## src/rtl/line_follower_pkg.sv

```systemverilog
// Shared definitions for the line-follower robot: motor command codes,
// the ASCII bytes the voice module sends, and the command decoder.
package line_follower_pkg;

  // Motor command codes (shared with the motor block)
  localparam logic [2:0] CMD_AUTO  = 3'b000;
  localparam logic [2:0] CMD_FWD   = 3'b001;
  localparam logic [2:0] CMD_RIGHT = 3'b010;
  localparam logic [2:0] CMD_LEFT  = 3'b011;
  localparam logic [2:0] CMD_STOP  = 3'b100;
  localparam logic [2:0] CMD_REV   = 3'b101;

  // ASCII bytes emitted by the voice recognition module
  localparam logic [7:0] ASCII_F = 8'h46;
  localparam logic [7:0] ASCII_R = 8'h52;
  localparam logic [7:0] ASCII_L = 8'h4C;
  localparam logic [7:0] ASCII_S = 8'h53;
  localparam logic [7:0] ASCII_B = 8'h42;
  localparam logic [7:0] ASCII_A = 8'h41;

  // UART receiver states
  typedef enum logic [2:0] {
    IDLE      = 3'd0,
    START     = 3'd1,
    DATA      = 3'd2,
    STOP      = 3'd3,
    WAIT_IDLE = 3'd4
  } rx_state_t;

  // Result of decoding one received byte
  typedef struct packed {
    logic       hit;
    logic [2:0] code;
  } cmd_dec_t;

  // Map a received byte to a command; hit=0 for bytes we do not know.
  function automatic cmd_dec_t decode_cmd(input logic [7:0] b);
    cmd_dec_t d;
    d.hit  = 1'b1;
    d.code = CMD_AUTO;
    case (b)
      ASCII_F: d.code = CMD_FWD;
      ASCII_R: d.code = CMD_RIGHT;
      ASCII_L: d.code = CMD_LEFT;
      ASCII_S: d.code = CMD_STOP;
      ASCII_B: d.code = CMD_REV;
      ASCII_A: d.code = CMD_AUTO;
      default: d.hit  = 1'b0;
    endcase
    return d;
  endfunction

endpackage

```

## src/rtl/uart_rx_byte.sv

```systemverilog
// 8N1 UART byte receiver: input synchroniser, framing FSM and bit timer.
// byte_ok / frame_err are single-cycle strobes asserted in the stop-bit
// sample cycle; rx_byte holds the assembled byte while byte_ok is high.
module uart_rx_byte
  import line_follower_pkg::*;
#(
  parameter int CLKS_PER_BIT = 16
) (
  input  logic       clk,
  input  logic       rst,
  input  logic       rx,
  output logic [7:0] rx_byte,
  output logic       byte_ok,
  output logic       frame_err
);

  localparam int SYNC_STAGES = 2;
  localparam int CNT_W       = (CLKS_PER_BIT > 2) ? $clog2(CLKS_PER_BIT) : 1;
  // First sample lands mid start bit, later ones one bit period apart
  localparam logic [CNT_W-1:0] HALF_LOAD = CNT_W'(CLKS_PER_BIT / 2 - 1);
  localparam logic [CNT_W-1:0] FULL_LOAD = CNT_W'(CLKS_PER_BIT - 1);

  logic [SYNC_STAGES-1:0] sync_reg;
  logic [SYNC_STAGES-1:0] sync_next;
  logic                   rx_s;

  rx_state_t        state_reg, state_next;
  logic [CNT_W-1:0] cnt_reg, cnt_next;
  logic [2:0]       bit_reg, bit_next;
  logic [7:0]       shift_reg, shift_next;

  // Synchroniser chain: stage 0 takes the raw line, each later stage the one before
  generate
    for (genvar gi = 0; gi < SYNC_STAGES; gi++) begin : g_sync
      if (gi == 0) begin : g_first
        assign sync_next[gi] = rx;
      end else begin : g_rest
        assign sync_next[gi] = sync_reg[gi-1];
      end
    end
  endgenerate

  assign rx_s    = sync_reg[SYNC_STAGES-1];
  assign rx_byte = shift_reg;

  // Synchroniser flops, preset to idle-high so reset never looks like a start bit
  always_ff @(posedge clk) begin
    if (rst) sync_reg <= '1;
    else     sync_reg <= sync_next;
  end

  // Receiver state, bit timer, bit index and shift register
  always_ff @(posedge clk) begin
    if (rst) begin
      state_reg <= IDLE;
      cnt_reg   <= '0;
      bit_reg   <= '0;
      shift_reg <= '0;
    end else begin
      state_reg <= state_next;
      cnt_reg   <= cnt_next;
      bit_reg   <= bit_next;
      shift_reg <= shift_next;
    end
  end

  // Framing: next state, timer reload/decrement and result strobes
  always_comb begin
    state_next = state_reg;
    cnt_next   = cnt_reg;
    bit_next   = bit_reg;
    shift_next = shift_reg;
    byte_ok    = 1'b0;
    frame_err  = 1'b0;
    case (state_reg)
      IDLE: begin
        if (!rx_s) begin
          state_next = START;
          cnt_next   = HALF_LOAD;
        end
      end
      START: begin
        if (cnt_reg == '0) begin
          if (rx_s) begin
            state_next = IDLE;            // too short to be a start bit
          end else begin
            state_next = DATA;
            cnt_next   = FULL_LOAD;
            bit_next   = 3'd0;
          end
        end else begin
          cnt_next = cnt_reg - CNT_W'(1);
        end
      end
      DATA: begin
        if (cnt_reg == '0) begin
          shift_next = {rx_s, shift_reg[7:1]};   // LSB arrives first
          cnt_next   = FULL_LOAD;
          if (bit_reg == 3'd7) state_next = STOP;
          else                 bit_next   = bit_reg + 3'd1;
        end else begin
          cnt_next = cnt_reg - CNT_W'(1);
        end
      end
      STOP: begin
        if (cnt_reg == '0) begin
          if (rx_s) begin
            byte_ok    = 1'b1;
            state_next = IDLE;
          end else begin
            frame_err  = 1'b1;
            state_next = WAIT_IDLE;       // ride out a break before rearming
          end
        end else begin
          cnt_next = cnt_reg - CNT_W'(1);
        end
      end
      WAIT_IDLE: begin
        if (rx_s) state_next = IDLE;
      end
      default: state_next = IDLE;
    endcase
  end

endmodule

```

## src/rtl/voice_cmd_rx.sv

```systemverilog
// Voice command receiver: turns UART bytes from the voice module into a
// registered motor command, and reverts to auto after a hold period with
// no fresh recognised command.
module voice_cmd_rx
  import line_follower_pkg::*;
#(
  parameter int CLK_HZ  = 50000000,
  parameter int BAUD    = 9600,
  parameter int HOLD_MS = 2000
) (
  input  logic       clk,
  input  logic       rst,
  input  logic       rx,
  output logic [2:0] cmd,
  output logic       cmd_valid,
  output logic       frame_err,
  output logic       timeout
);

  localparam int CLKS_PER_BIT = CLK_HZ / BAUD;
  localparam int HOLD_CYC     = HOLD_MS * (CLK_HZ / 1000);
  localparam int HOLD_W       = (HOLD_CYC > 2) ? $clog2(HOLD_CYC) : 1;
  localparam logic [HOLD_W-1:0] HOLD_LOAD = HOLD_W'(HOLD_CYC - 1);

  logic [7:0]  rx_byte;
  logic        byte_ok;
  logic        byte_err;
  cmd_dec_t    dec;
  logic        load;
  logic        expire;

  logic [2:0]        cmd_reg, cmd_next;
  logic [HOLD_W-1:0] hold_reg, hold_next;
  logic              valid_reg, valid_next;
  logic              ferr_reg, ferr_next;
  logic              tout_reg, tout_next;

  uart_rx_byte #(
    .CLKS_PER_BIT(CLKS_PER_BIT)
  ) u_rx (
    .clk      (clk),
    .rst      (rst),
    .rx       (rx),
    .rx_byte  (rx_byte),
    .byte_ok  (byte_ok),
    .frame_err(byte_err)
  );

  assign cmd       = cmd_reg;
  assign cmd_valid = valid_reg;
  assign frame_err = ferr_reg;
  assign timeout   = tout_reg;

  // Command, hold timer and output pulse registers
  always_ff @(posedge clk) begin
    if (rst) begin
      cmd_reg   <= CMD_AUTO;
      hold_reg  <= '0;
      valid_reg <= 1'b0;
      ferr_reg  <= 1'b0;
      tout_reg  <= 1'b0;
    end else begin
      cmd_reg   <= cmd_next;
      hold_reg  <= hold_next;
      valid_reg <= valid_next;
      ferr_reg  <= ferr_next;
      tout_reg  <= tout_next;
    end
  end

  // Decode and hold timer; a fresh command beats an expiry in the same cycle
  always_comb begin
    dec        = decode_cmd(rx_byte);
    load       = byte_ok && dec.hit;
    expire     = (cmd_reg != CMD_AUTO) && (hold_reg == '0);
    cmd_next   = cmd_reg;
    hold_next  = hold_reg;
    valid_next = 1'b0;
    tout_next  = 1'b0;
    ferr_next  = byte_err;
    if (load) begin
      cmd_next   = dec.code;
      hold_next  = HOLD_LOAD;
      valid_next = 1'b1;
    end else if (expire) begin
      cmd_next  = CMD_AUTO;
      tout_next = 1'b1;
    end else if (cmd_reg != CMD_AUTO) begin
      hold_next = hold_reg - HOLD_W'(1);   // hold_reg is non-zero here
    end
  end

endmodule

```

## config.mk

```make
export PLATFORM = sky130hd
export DESIGN_NAME = voice_cmd_rx
export DESIGN_NICKNAME = d
export VERILOG_FILES = /design/src/rtl/line_follower_pkg.sv /design/src/rtl/uart_rx_byte.sv /design/src/rtl/voice_cmd_rx.sv
export SDC_FILE = /design/constraint.sdc
export NUM_CORES = 1
export LEC_CHECK = 0
export CORE_MARGIN = 2
export CORE_UTILIZATION = 65
export CTS_CLUSTER_DIAMETER = 150
export CTS_CLUSTER_SIZE = 28
export DETAILED_ROUTE_END_ITERATION = 6
export HOLD_SLACK_MARGIN = 0.05
export PLACE_DENSITY = 0.83
export SLEW_MARGIN = 0
export SYNTH_ARGS = -nofsm -noshare
export SYNTH_HDL_FRONTEND = slang
export SYNTH_HIERARCHICAL = 1
export SYNTH_SLANG_ARGS = --single-unit
```

## constraint.sdc

```tcl
create_clock -name clk -period 6 [get_ports clk]
set_input_delay 1.2 -clock clk [delete_from_list [all_inputs] [get_ports clk]]
set_output_delay 1.2 -clock clk [all_outputs]
set_load 0.01 [all_outputs]
```

After elaboration in Yosys (flattened, before gate mapping):

Index checks and enable logic that the tools add are counted.

* logic and storage cells: 91
* output and inout port bits: 6
* input port bits: 3
* bits in registers: 62

* equal/unequal tests: 22
* mux-type cells: 33
* add/subtract/negate cells: 3
* bitwise operators: 3
* reductions and logical operators: 19

Operator list (number)
* $mux W27: 3
* $mux W13: 5
* $pmux W13 S4: 1
* $eq A8 B7 Y1 const B: 6
* $mux W3: 13
* $pmux W3 S5: 2
* $logic_not A27 Y1: 1
* $sub A27 B1 Y27 const B: 1
* $logic_not A13 Y1: 1
* $sub A13 B1 Y13 const B: 1
* $ne A2 B1 Y1 const B: 5
* $ne A2 B2 Y1 const B: 5
* $mux W1: 7
* $eq A3 B2 Y1 const B: 2
* $eq A3 B3 Y1 const B: 2
* $pmux W3 S2: 1
* $reduce_and A2 Y1: 3
* $reduce_and A6 Y1: 1
* $reduce_bool A2 Y1: 3
* $reduce_or A6 Y1: 1
* $reduce_and A5 Y1: 1
* $reduce_and A4 Y1: 1
* $reduce_bool A4 Y1: 1
* $add A3 B1 Y3 const B: 1
* other kinds (9): 12

Longest topological paths before layout:

Gate-level depths: netlist of the first run.

* depth in word-level cells: 6
* depth in mapped cells: 10

By module:

Netlist of the first run, hierarchy kept.

Modules (own cells, without submodules)
* voice_cmd_rx: cells each 202, times used 1, area an instance 1739.2 um2
* uart_rx_byte: cells each 196, times used 1, area an instance 1571.5 um2

Worst setup path before layout of the first run:

No wires, ideal clock.

* path kind: reg-to-reg
* from: register hold_reg[9]
* to: register hold_reg[24]
* period minus slack after synthesis: 2.472 ns
* setup slack: 3.528 ns
* setup time: 0.075 ns
* cell stages (with the launch flop): 7
* data arrival time: 2.397 ns
* cells stage by stage: dfxtp_1 or4_4 or4_4 or3_1 buf_2 or4b_1 a31oi_1

* word-level cells in the longest chain between the ends: 4
* elaborated cells on any way between the ends: 8
* classes of those cells: add/sub: 1; eq/ne: 1; mux: 3; reduce/logical: 3

Ends and longest elaborated chain
* start: declaration: line voice_cmd_rx.sv:33 `logic [HOLD_W-1:0] hold_reg, hold_next;`
* start signal: assignment: line voice_cmd_rx.sv:64 `hold_reg <= hold_next;`
* $sub A27 B1 Y27 / $logic_not A27 Y1 (equally long branches): line voice_cmd_rx.sv:89, voice_cmd_rx.sv:75
* $mux W27 / $logic_and A1 B1 Y1 (equally long branches): line voice_cmd_rx.sv:88, voice_cmd_rx.sv:75
* $mux W27 / $ne A2 B2 Y1 (equally long branches)
* $mux W27 / $reduce_and A2 Y1 (equally long branches)

Parallel ways exist; a longest one is shown, timed or not. The select of a mux whose other input is x is not followed.
A chain may end at the register's enable or synchronous reset.

Worst setup path after layout of the first run:

* from: register hold_reg[2]
* to: register hold_reg[13]

Same word-level chain as after synthesis.

==> summary.txt, run 1 <==
GRT
  – GRT Residual Overflow: 0
  – M2 GR Usage: 0.4773
  – Number of global-route vias before repair: 2,713
  – GRT met1 Usage: 0.3355
  – GRT busiest layer: met2
  – All-Layer GR Usage: 0.2774
  – Initial antenna violation count: 0
  – First-pass GRT wire length: 12,120 microns
  – GRT met3 Usage: 0.05159
  – Largest net degree at the start of global routing: 57

Logic synthesis
  – Flops & latches, synth: 62
  – Async SR Flop Fraction: 0
  – Net Count, Synth: 406
  – Netlist cell types: 60
  – Most used DFF post-synth: dfxtp_1
  – Post-Syn Area: 0.003311 sq mm
  – Number of flops mapped to enable cells by yosys: 0
  – Synth Instances: 398
  – Seq/Total Area, Yosys: 0.3749
  – Post-synthesis area per instance: 8.318 sq um
  – Ys Warns: 6

Floorplanning
  – Die X-Extent: 75.37 microns
  – Total core area: 0.004817 sq mm
  – Starting Density: 0.6873
  – Chip Height: 75.37 microns
  – Number of cell rows: 25
  – Die area: 0.005680 sq mm
  – IO Count: 9

Power and ir drop
  – Switching part of the total: 0.2718
  – P_sw: 269.1 uW
  – Pwr dens: 275.8 mW/mm^2
  – Total chip power: 990.0 uW
  – Peak supply drop: 262.9 uV
  – Comb power frac: 0.142
  – Clk pwr share: 0.419
  – Leakage: 1.256 nW
  – Part of the power in registers: 0.439
  – Int Pwr: 720.9 uW

Setup path
  – WS Path Type: reg -> reg
  – Crit path launch type: register
  – Critical Path Fanout Max: 11
  – WP data arrival: 2980 ps
  – Worst setup startpoint: hold_reg[2]$_SDFFE_PP0P_
  – Worst path top cell family by delay: simple AND/OR/NAND/NOR gates
  – Critical Path RT: 6270 ps
  – Worst Setup End Kind: register
  – Crit-path slowest cell: or4_2
  – Largest stage delay, worst path: 750 ps
  – Critical Path, Cell by Cell: nor4_1 > nand3_1 > or4_2 > or3_1 > a31oi_1
  – R2R Path Start: hold_reg[2]$_SDFFE_PP0P_
  – Worst Path Buf+Inv: 0

Detailed routing
  – Via count: 3,022
  – 1st-pass router iterations: 4
  – ANT nets after route: 0
  – Via density per instance: 6.513
  – Iter 0 DRT Violations: 252
  – Post-Route WL: 7416 microns
  – Drt wl/cell: 15.98 microns
  – DRC violations left: 0

Flow run
  – Max cap viols: 0

Timing
  – Period Utilization, post-route: 0.4516
  – Slew headroom: 0.2779
  – RSZ-0062 raised after global routing: false
  – Skew final: 9.195 ps
  – Measured slew at the worst slew-check pin: 1075 ps
  – Post-layout min period: 2710 ps
  – Max Fclk: 369.0 MHz
  – Hold Fails Final Rpt: 0
  – Fin. max-slew vios: 0
  – Final TNS setup: 0 ps
  – Final setup vio count: 0

CTS
  – CTS tree: done
  – Root buffer cell: clkbuf_8
  – Post-CTS resize count: 0
  – H-tree depth: 3
  – Skew-Pair Late Insertion Delay: 350 ps
  – CTS clock-pin slew for the worst setup and hold paths: 70 ps
  – Sink Count: 62
  – Maximum clock path buffer count: 2
  – # Post-CTS Setup Buffers: 0
  – CTS Buf Count: 9
  – CTS Hold Bufs: 0

Cells and area
  – Max FFs per register: 27
  – Layout cells sized above 1: 0.1184
  – Diode count: 0
  – Area Overhead vs Synth: 8.428%
  – Layout net count: 401

Hold path
  – HP Class: reg -> reg
  – Hold_sp: u_rx/sync_reg[0]$_SDFF_PP1_

Placed design
  – Routability cong.: 0.8520
  – # port buffers: 8
  – Post-DP HPWL: 4855 microns

Outcome
  – Status: finished clean
area by class of cell:
| type | instances | area (sq um) |
|---|---|---|
| flip-flops and latches | 62 | 1241 |
| fillers | 404 | 1227 |
| clock buffers | 11 | 151.4 |
| inverters | 11 | 41.29 |
| well taps | 67 | 83.83 |
| repair buffers | 10 | 90.09 |
| multi-input cells | 299 | 1912 |
| clock inverters | 4 | 70.07 |
cells in the mapped netlist (all sizes together), types with 5 or more instances:
| cell type | n | share of area |
|---|---|---|
| nand2 | 33 | 0.037 |
| clkbuf | 20 | 0.023 |
| ha | 5 | 0.019 |
| buf | 5 | 0.011 |
| nand3 | 14 | 0.021 |
| nor3 | 14 | 0.021 |
| a21oi | 40 | 0.060 |
| nor2 | 21 | 0.024 |
| or4 | 21 | 0.054 |
| o21ai | 20 | 0.030 |
| nand2b | 7 | 0.013 |
| o41ai | 8 | 0.021 |
| nor4 | 9 | 0.026 |
| a31oi | 17 | 0.039 |
| inv | 11 | 0.012 |
| a211oi | 7 | 0.017 |
| o31ai | 8 | 0.018 |
| dfxtp | 62 | 0.37 |
| or3 | 20 | 0.039 |
power by group through the flow:
stage                     Sequential (mW)  Combinational [mW]  Clock (mW)
after floorplan                     0.438               0.121           0
after CTS                           0.434               0.138       0.419
after detailed placement            0.443               0.136           0
after global placement              0.443               0.133           0
after global routing                0.436               0.152       0.432
final                               0.435               0.140       0.415
layout by cell type, fill, tap and decap left out, types with 3 or more instances in the layout:
master	count
nor2_1	21
clkdlybuf4s50_1	7
xor2_1	3
o21ai_0	13
nand2b_1	7
clkbuf_8	11
nor3b_1	4
nor3_1	14
a31oi_1	15
dfxtp_1	62
or4_4	4
inv_1	11
nand4_1	3
nand4b_1	4
or4_2	6
nand3_1	14
nor4_1	7
o21ai_1	7
nor2b_1	3
a21oi_1	40
a211oi_1	6
o31ai_1	7
nand2_1	33
ha_1	5
o41ai_1	8
or3_1	18
or4_1	11
and3_1	3
or2_2	4
xnor2_1	4
cells by family (layout without fill, tap and decap cells):
family,count (synthesis),after routing,synth area share
and+or+nand+nor,169,169,0.3039
AOI/OAI and AO/OA,116,116,0.2279
DFF,62,62,0.3749
buffers and inverters,37,36,0.04913
xor gates and xnor gates,7,7,0.01852
adders and majority gates,5,5,0.01890
muxes,2,2,0.006802
per-layer routing:
layer	up-vias	part of all wire
met5	-	0
met4	0	0.020
met3	13	0.033
met2	71	0.50
met1	1432	0.45
li1	1506	-
per-stage QoR:
stage / setup WS (ps) / hold slack (ps) / cell area, sq um / utilization / cells
after floorplan: 3528 / 389.5 / 3311 / - / 398
after global placement: 3406 / 395.6 / 3368 / 0.6992 / 449
after detailed placement: 3311 / 393.3 / 3368 / 0.6992 / 449
after CTS: 3289 / 407.8 / 3590 / 0.7452 / 464
after global routing: 3103 / 418.2 / 3590 / 0.7452 / 464
final: 3290 / 406.9 / 3590 / 0.7452 / 464
path summary, 6_finish.rpt:
kind / to / slack (ps) / depth (start not counted)
worst max-delay path: hold_reg[13]$_SDFFE_PP0P_ / 3290 / 5
worst min-delay path: u_rx/sync_reg[1]$_SDFF_PP1_ / 410 / 1
worst max register to register: hold_reg[13]$_SDFFE_PP0P_ / 3290 / 5
worst min register to register: u_rx/sync_reg[1]$_SDFF_PP1_ / 410 / 1
Power figures use the tool's default switching activity.
==> run 2, diff against run 1 <==
--- a/config.mk
+++ b/config.mk
@@ -6,12 +6,12 @@
 export NUM_CORES = 1
 export LEC_CHECK = 0
 export CORE_MARGIN = 2
-export CORE_UTILIZATION = 65
+export CORE_UTILIZATION = 61
 export CTS_CLUSTER_DIAMETER = 150
 export CTS_CLUSTER_SIZE = 28
 export DETAILED_ROUTE_END_ITERATION = 6
 export HOLD_SLACK_MARGIN = 0.05
-export PLACE_DENSITY = 0.83
+export PLACE_DENSITY = 0.79
 export SLEW_MARGIN = 0
 export SYNTH_ARGS = -nofsm -noshare
 export SYNTH_HDL_FRONTEND = slang
==> constraint.sdc (replaced) <==
create_clock -name clk -period 2.5 [get_ports clk]
set_input_delay 0.5 -clock clk [delete_from_list [all_inputs] [get_ports clk]]
set_output_delay 0.5 -clock clk [all_outputs]
set_load 0.01 [all_outputs]
==> run 2 against run 1 <==
Via count grew 3.3%; hold slack gained 9.4 ps; highest routed layer unchanged; first-iteration DRC count shrank 0.79%.
==> summary.txt, run 2 (same netlist as run 1, synthesis figures left out) <==
Outcome
  – Status: finished clean

CTS
  – Sink Count: 62
  – CTS tree: done
  – CTS Buf Count: 9
  – CTS clock-pin slew for the worst setup and hold paths: 70 ps
  – H-tree depth: 3
  – Root buffer cell: clkbuf_8
  – Maximum clock path buffer count: 2
  – Skew-Pair Late Insertion Delay: 340 ps
  – CTS Hold Bufs: 0

Detailed routing
  – Via density per instance: 6.346
  – Iter 0 DRT Violations: 250
  – DR WL met2: 3547 microns
  – M1 WL: 3497 microns
  – Drt wl/cell: 15.12 microns
  – DRC violations left: 0
  – Post-Route WL: 7441 microns
  – Via count: 3,122
  – 1st-pass router iterations: 5
  – Met3 WL: 291 microns
  – ANT nets after route: 0
  – Top routing layer in use: met4

Timing
  – RSZ-0062 raised after global routing: false
  – Hold Fails Final Rpt: 0
  – Final TNS setup: 0 ps
  – Final setup vio count: 0
  – Post-layout min period: 2413 ps
  – Fin. max-slew vios: 0
  – Setup WS post-layout: 86.72 ps
  – Max Fclk: 414.4 MHz
  – Skew final: 9.412 ps
  – Measured slew at the worst slew-check pin: 777.6 ps
  – Slew headroom: 0.4797
  – Period Utilization, post-route: 0.9653

Setup path
  – Worst r2r dst: hold_reg[24]$_SDFFE_PP0P_
  – Critical Path Fanout Max: 5
  – Cell depth of the worst flop-to-flop path: 5
  – Critical Path RT: 2760 ps
  – Internal reg-to-reg setup slack: 90 ps
  – WS Path Type: reg -> reg
  – Worst Setup End Kind: register
  – Crit path launch type: register
  – R2R Path Start: hold_reg[12]$_SDFFE_PP0P_
  – WP data arrival: 2680 ps

Flow run
  – Max cap viols: 0

Floorplanning
  – Chip Height: 77.67 microns
  – IO Count: 9
  – Starting Density: 0.6401
  – Die area: 0.006033 sq mm
  – Die X-Extent: 77.67 microns
  – Number of cell rows: 26
  – Total core area: 0.005172 sq mm

Placed design
  – Routability cong.: 0.9119
  – Post-DP HPWL: 4996 microns
  – Placed instance area: 0.003562 sq mm
  – # port buffers: 8
  – DP Worst Slack: 60.11 ps

GRT
  – Number of global-route vias before repair: 2,745
  – Largest net degree at the start of global routing: 41
  – First-pass GRT wire length: 12,360 microns
  – All-Layer GR Usage: 0.2511
  – GRT Residual Overflow: 0
  – Initial antenna violation count: 0

Power and ir drop
  – Peak supply drop: 387.0 uV
  – Pwr dens: 613.7 mW/mm^2
  – Leakage: 1.358 nW

Cells and area
  – Commonest cells after routing, fill and taps aside: dfxtp_1 (62), a21oi_1 (40), nand2_1 (32)
  – Diode count: 0
  – Most common cell after layout, fill and taps aside: dfxtp_1
  – Final instance area: 0.003775 sq mm
  – Layout cells sized above 1: 0.1730
  – Max FFs per register: 27
  – Layout net count: 425
  – Fillcell total: 394
  – Area Overhead vs Synth: 14.02%

Hold path
  – Hold Path End: u_rx/sync_reg[1]$_SDFF_PP1_
  – Hold path depth: 1
  – Hold_sp: u_rx/sync_reg[0]$_SDFF_PP1_
  – HP Class: reg -> reg
## run 2: changes by cell type in the layout (fill, tap and decap cells not counted), moves of 2 or more
| cell | change |
|---|---|
| buf_4 | +22 |
| buf_12 | +2 |
| clkbuf_8 | -2 |
| clkinvlp_4 | +3 |
## run 2: worst max path at each step
| stage | cells after the start | start | end |
|---|---|---|---|
| floorplan | 6 | hold_reg[9]$_SDFFE_PP0P_ | hold_reg[24]$_SDFFE_PP0P_ |
| global placement | 5 | hold_reg[12]$_SDFFE_PP0P_ | hold_reg[24]$_SDFFE_PP0P_ |
| detailed placement | 5 | hold_reg[12]$_SDFFE_PP0P_ | hold_reg[24]$_SDFFE_PP0P_ |
| CTS | 5 | hold_reg[12]$_SDFFE_PP0P_ | hold_reg[24]$_SDFFE_PP0P_ |
| global route | 10 | u_rx/cnt_reg[0]$_SDFFE_PP0P_ | u_rx/rx_byte[6]$_SDFFE_PP0P_ |
| finish | 5 | hold_reg[12]$_SDFFE_PP0P_ | hold_reg[24]$_SDFFE_PP0P_ |
## run 2: metal layers
metal	track usage	vias to the layer above
met5	0	-
met4	0.08393	0
met1	0.3235	1484
li1	-	1547
met2	0.4172	77
met3	0.05349	14
## run 2: power by group
part	total (mW)	switching (mW)	internal, mW	leakage [nW]
logic	0.424	0.243	0.181	0.769
registers	1.04	0.0333	1.01	0.501
clock network	0.848	0.392	0.456	0.0883
total	2.32	0.668	1.65	1.36
## run 2: area by class of cell
class | count | area, sq um | share of cell area
multi-input combinational | 299 | 1919 | 0.5085
sequential | 62 | 1241 | 0.3288
timing repair buffer | 34 | 295.3 | 0.07822
clock buffer | 10 | 127.6 | 0.03381
tap | 70 | 87.58 | 0.02320
clock inverter | 6 | 62.56 | 0.01657
inverter | 11 | 41.29 | 0.01094
## run 2: worst max-delay path, cell delays in order, from the launching register on
cell and delay (ps):
dfxtp_1 320, or4_4 530, or4_4 440, or3_4 410, or4b_1 500, a31oi_1 140
## run 2: metrics by stage
step           power, mW  cells  utilization  hold WS [ps]
2_1_floorplan      1.340    398            -         389.5
3_3_place_gp       1.448    474       0.6887         398.7
3_5_place_dp       1.455    474       0.6887         400.4
4_1_cts            2.305    490       0.7254         420.9
5_1_grt            2.419    492       0.7298         432.3
6_report           2.317    492       0.7298         416.2
## run 2: what timing repair did
| item | 4_1_cts | 5_1_grt |
|---|---|---|
| hold endpoints to repair | 0 | 0 |
| endpoints found under the setup margin | 0 | 6 |
| gates resized for setup | 0 | 2 |
| setup buffers | 0 | 2 |
==> run 3, diff against run 2 <==
--- a/config.mk
+++ b/config.mk
@@ -17,3 +17,4 @@
 export SYNTH_HDL_FRONTEND = slang
 export SYNTH_HIERARCHICAL = 1
 export SYNTH_SLANG_ARGS = --single-unit
+export TNS_END_PERCENT = 20
==> results of run 3 <==
No change in the layout: final DEF, timing and power equal those of run 2.
